--- src/rtl/fifo_pkt_reader.sv ---
// Pops length-prefixed frames from a first-word-fall-through FIFO and streams them out with keep/last.
// Optional header length check (ERR pulse and frame drop) is enabled by defining FIFO_PKT_READER_LEN_CHECK_EN.
//
// state  | meaning
// S_IDLE | waiting for a header word; pops it and loads the word counter
// S_DATA | forwarding payload words to the output register
// S_DROP | discarding the payload of a rejected header
module fifo_pkt_reader #(
    parameter int          C_WIDTH   = 32,
    parameter int unsigned C_MAX_LEN = 1522,
    localparam int         C_BYTES   = C_WIDTH / 8
) (
    input  logic               CLK,
    input  logic               RST_N,
    input  logic [C_WIDTH-1:0] FIFO_DATA,
    input  logic               FIFO_EMPTY,
    output logic               FIFO_RD_EN,
    output logic [C_WIDTH-1:0] M_DATA,
    output logic [C_BYTES-1:0] M_KEEP,
    output logic               M_VALID,
    output logic               M_LAST,
    input  logic               M_READY,
    output logic [15:0]        FRAME_CNT,
    output logic               ERR
);

`ifdef FIFO_PKT_READER_LEN_CHECK_EN
    localparam bit LEN_CHK_EN = 1'b1;
`else
    localparam bit LEN_CHK_EN = 1'b0;
`endif

    localparam logic [16:0] BYTES17 = 17'(C_BYTES);
    localparam logic [15:0] BYTES16 = 16'(C_BYTES);

    typedef enum logic [1:0] {
        S_IDLE,
        S_DATA,
        S_DROP
    } state_t;

    state_t             state;
    logic [15:0]        cnt;
    logic [15:0]        len_q;
    logic [15:0]        hdr_len;
    logic [16:0]        len_sum;
    logic [15:0]        hdr_nw;
    logic [15:0]        len_rem;
    logic               hdr_bad;
    logic               pop;
    logic [C_BYTES-1:0] keep_last;

`ifdef FIFO_PKT_READER_LEN_CHECK_EN
    logic err_q;
    assign ERR = err_q;
`else
    assign ERR = 1'b0;
`endif

    // 17-bit sum so LEN=0xFFFF rounds up without overflow
    assign hdr_len = FIFO_DATA[15:0];
    assign len_sum = {1'b0, hdr_len} + (BYTES17 - 17'd1);
    assign hdr_nw  = 16'(len_sum / BYTES17);
    assign hdr_bad = LEN_CHK_EN && ((hdr_len == 16'd0) || ({16'd0, hdr_len} > C_MAX_LEN));
    assign len_rem = len_q % BYTES16;

    always_comb begin
        for (int i = 0; i < C_BYTES; i++) begin
            keep_last[i] = (len_rem == 16'd0) || (16'(i) < len_rem);
        end
    end

    always_comb begin
        FIFO_RD_EN = 1'b0;
        if (RST_N) begin
            unique case (state)
                S_IDLE:  FIFO_RD_EN = ~FIFO_EMPTY;
                S_DATA:  FIFO_RD_EN = ~FIFO_EMPTY & (~M_VALID | M_READY);
                S_DROP:  FIFO_RD_EN = ~FIFO_EMPTY;
                default: FIFO_RD_EN = 1'b0;
            endcase
        end
    end

    assign pop = FIFO_RD_EN & ~FIFO_EMPTY;

    always_ff @(posedge CLK or negedge RST_N) begin
        if (!RST_N) begin
            state     <= S_IDLE;
            cnt       <= 16'd0;
            len_q     <= 16'd0;
            M_DATA    <= '0;
            M_KEEP    <= '0;
            M_VALID   <= 1'b0;
            M_LAST    <= 1'b0;
            FRAME_CNT <= 16'd0;
`ifdef FIFO_PKT_READER_LEN_CHECK_EN
            err_q     <= 1'b0;
`endif
        end else begin
`ifdef FIFO_PKT_READER_LEN_CHECK_EN
            err_q <= 1'b0;
`endif
            // a load in S_DATA below overrides this clear
            if (M_VALID && M_READY) begin
                M_VALID <= 1'b0;
                if (M_LAST) begin
                    FRAME_CNT <= FRAME_CNT + 16'd1;
                end
            end

            unique case (state)
                S_IDLE: begin
                    if (pop) begin
                        len_q <= hdr_len;
                        cnt   <= hdr_nw;
`ifdef FIFO_PKT_READER_LEN_CHECK_EN
                        err_q <= hdr_bad;
`endif
                        if (hdr_nw == 16'd0) begin
                            state <= S_IDLE;
                        end else if (hdr_bad) begin
                            state <= S_DROP;
                        end else begin
                            state <= S_DATA;
                        end
                    end
                end
                S_DATA: begin
                    if (pop) begin
                        M_DATA  <= FIFO_DATA;
                        M_VALID <= 1'b1;
                        M_LAST  <= (cnt == 16'd1);
                        M_KEEP  <= (cnt == 16'd1) ? keep_last : '1;
                        cnt     <= cnt - 16'd1;
                        if (cnt == 16'd1) begin
                            state <= S_IDLE;
                        end
                    end
                end
                S_DROP: begin
                    if (pop) begin
                        cnt <= cnt - 16'd1;
                        if (cnt == 16'd1) begin
                            state <= S_IDLE;
                        end
                    end
                end
                default: state <= S_IDLE;
            endcase
        end
    end

endmodule

--- config.mk ---
export PLATFORM = sky130hd
export DESIGN_NAME = fifo_pkt_reader
export DESIGN_NICKNAME = d
export VERILOG_FILES = /design/src/rtl/fifo_pkt_reader.sv
export SDC_FILE = /design/constraint.sdc
export NUM_CORES = 1
export LEC_CHECK = 0
export CAP_MARGIN = 20
export CORE_ASPECT_RATIO = 1.2
export CORE_MARGIN = 2
export CORE_UTILIZATION = 44
export CTS_CLUSTER_DIAMETER = 150
export CTS_CLUSTER_SIZE = 40
export DETAILED_ROUTE_END_ITERATION = 7
export PLACE_DENSITY = 0.76
export SYNTH_ARGS = -nofsm -noshare
export SYNTH_HDL_FRONTEND = slang
export SYNTH_SLANG_ARGS = --single-unit
--- constraint.sdc ---
create_clock -name CLK -period 1.7 [get_ports CLK]
set_clock_uncertainty 0.05 [all_clocks]
set_input_delay 0.17 -clock CLK [delete_from_list [all_inputs] [get_ports CLK]]
set_output_delay 0.17 -clock CLK [all_outputs]
set_load 0.005 [all_outputs]
==> results.cfg <==
[layout]
layout.nets = 566
fin_area_um2 = 5290
finalCoreUtilization_pct = 68.2
drive_gt1_share_pct = 20.4
seq_area_um2 = 1830
multi_input_area_um2 = 1690
layout_commonest_cell = nand2_1
fill_cells = 609
area_growth_syn_to_layout_pct = 49.0
antenna_cells = 0
final_cell_mix = 111 x nand2_1, 88 x clkdlybuf4s50_1, 73 x dfrtp_1

[routing]
drtIter0Drc = 153
vias = 3245
drc_errors = 0
ant_nets = 0
firstDrtPassIters = 5
vias_per_cell = 5.22
wire_per_inst_um = 15.6
drt-total-wl_mm = 9.71

[logic_synthesis]
syn_nets = 413
netlist.area_leader.share_pct = 51.5
synth_edf_count = 0
yosys_warnings = 0
post_synth_inst_count = 372
yosys.area.top_type = dfrtp_1
avgSynthCellArea_um2 = 9.54
synth.area.top_cells = dfrtp_1 51%, nand2_1 12%, xnor2_1 4.9%
syn_area_um2 = 3550
yosys_most_used_dff = dfrtp_1
yosysUniqueCellTypes = 53
ys_ff_latch = 73
ys_seq_area_share_pct = 51.5
async_flop_share_pct = 100

[timing]
worst_slew_pin_slew_ns = 0.922
layout_min_cycle_time_ns = 1.84
drv_slew = 0
fmax_ghz = 0.542
hold_violations = 0
whs_ns = 0.126
slew_headroom_pct = 38.5
rsz0062_at_grt = true
finalCritPeriodShare_pct = 108
setup_viol = 12
fin_ws_ns = -0.144

[cts]
cts_buffers = 9
worstSkewPairLatency_ns = 0.35
cts.sinks = 73
cts-root-buf = clkbuf_8
tritoncts = yes
holdBufCountCts = 0
clockBufferDepth = 2
ctsHtreeMaxLevel = 3
clk_pin_slew_ns = 0.08

[hold_path]
hp-class = input pin to async pin

[placement]
placed_cell_area_um2 = 4930
place_ws_ns = -0.251
routabilityCongestion = 0.922
portBuffers = 90
hpwl_mm = 6.99

[die]
die_y_um = 102
io_pins = 92
rows = 35
start_util_pct = 45.8
fp.coreArea_um2 = 7750
fp.dieW_um = 86.0
dieArea_um2 = 8800

[worst_setup_path]
worstSetupEndpointType = flip-flop
r2r-start = cnt[5]
worst-path-buf-inv = 0
cp.arrival_ns = 2.03
max_stage_delay_ns = 0.42
startpoint_type = flip-flop
crit_chain = nor4_4 -> nand2_2 -> nor2_2 -> mux2_4 -> a221o_1
slowest_stage = dfrtp_1
crit_path_start = cnt[5]
critical_path_class = flip-flop to flip-flop
critical-path-top-delay-family = simple AND/OR/NAND/NOR gates
cp_max_fo = 4
required_ns = 1.88

[pwr]
pwr-share-seq_pct = 42.9
sw_frac_of_total_pct = 29.0
power.leakage_nw = 2.47
power_density_nw_per_um2 = 942
p_int_mw = 3.54
ir_worst_vdd_mv = 0.520
power_switching_mw = 1.44
combPwrFrac_pct = 25.8
pwr-share-clk_pct = 31.3

[run]
drv_cap = 0

[global_routing]
antenna_found_initial = 0
grt_pass1_vias = 3265
grt_max_degree = 74
grt_usage_pct = 22.9
grt_pass1_wl_mm = 15.8
gr-total-overflow = 0

[status]
status = complete, but fails checks
violations = negative setup slack
[power groups by stage]
stage	Combinational (mW)	Clock (mW)	Sequential, mW
final	1.28	1.56	2.14
after global routing	1.41	1.67	2.17
after CTS	1.25	1.59	2.14
after detailed placement	1.21	0	2.17
after global placement	1.19	0	2.15
after floorplan	0.436	0	2.18
[state kept, by name, indices dropped and copies added (netlist names)]
name and cells:
FRAME_CNT 16, M_DATA 32, M_KEEP 4, M_LAST 1
M_VALID 1, cnt 16, len_q 2, state 1
[per-layer routing]
metal	vias up	part of all wire (%)	track usage [%]
met2	98	52	37.4
met3	17	4.8	5.49
met4	0	2.0	8.67
met1	1562	42	29.8
met5	-	0	0
li1	1568	-	-
[cells in the mapped netlist, types with 2 or more instances]
master	instances
and4_1	3
or3_1	2
mux2i_1	5
xnor2_1	20
ha_1	5
dfrtp_1	73
clkbuf_1	4
nor3_1	8
a21o_1	3
nor4_1	6
nand3_1	11
nor2_1	19
and3_1	7
nand2_1	113
a221o_1	4
buf_2	4
mux2_2	2
o21ai_0	9
a31oi_1	4
inv_1	7
xor2_1	12
nand2b_1	3
nor3_2	2
nand4_1	9
o211ai_1	2
a21oi_1	5
o22ai_1	2
or4_1	3
[final cells by class]
class,instances,share of cell area [%]
clock buffer,9,2.34
clock inverter,7,1.94
inverter,7,0.497
multi-input combinational,279,31.9
sequential,73,34.5
tap,92,2.18
timing repair buffer,155,26.6
[kinds of logic after synthesis]
kind of cell	synth area share (%)
multiplexers	2.05
AND/OR/NAND/NOR	26.9
other	0.106
flip-flops	51.5
buffers and inverters	2.89
XOR/XNOR	7.90
adder cells (fa/ha/maj)	1.76
AO/OA/AOI/OAI	6.95
[stage by stage]
step | setup TNS [ns] | power [mW] | std cells
4_1_cts | -0.635 | 4.98 | 618
3_5_place_dp | -5.09 | 3.38 | 599
2_1_floorplan | -0.0929 | 2.61 | 372
3_3_place_gp | -4.15 | 3.34 | 599
5_1_grt | -2.04 | 5.24 | 622
6_report | -0.896 | 4.98 | 622
[repair_timing]
item                       CTS  global route
gates resized for setup     13            10
setup endpoints to repair   12            17
setup buffers                4             4
pin swaps                   13            10
[tightest hold or removal path, stage by stage]
cell   delay [ns]
buf_2        0.10
buf_4        0.11
buf_4        0.70
[path summary, 6_finish.rpt]
check | to | slack, ns | cells past startpoint
setup / recovery | cnt[7] | -0.14 | 5
setup reg to reg | cnt[7] | -0.14 | 5
max in group asynchronous | M_DATA[26] | 0.89 | 3
hold reg to reg | FRAME_CNT[15] | 0.42 | 1
min in group CLK | M_DATA[29] | 0.29 | 3
hold / removal | cnt[10] | 0.13 | 3
(Power assumes the default switching activity.)
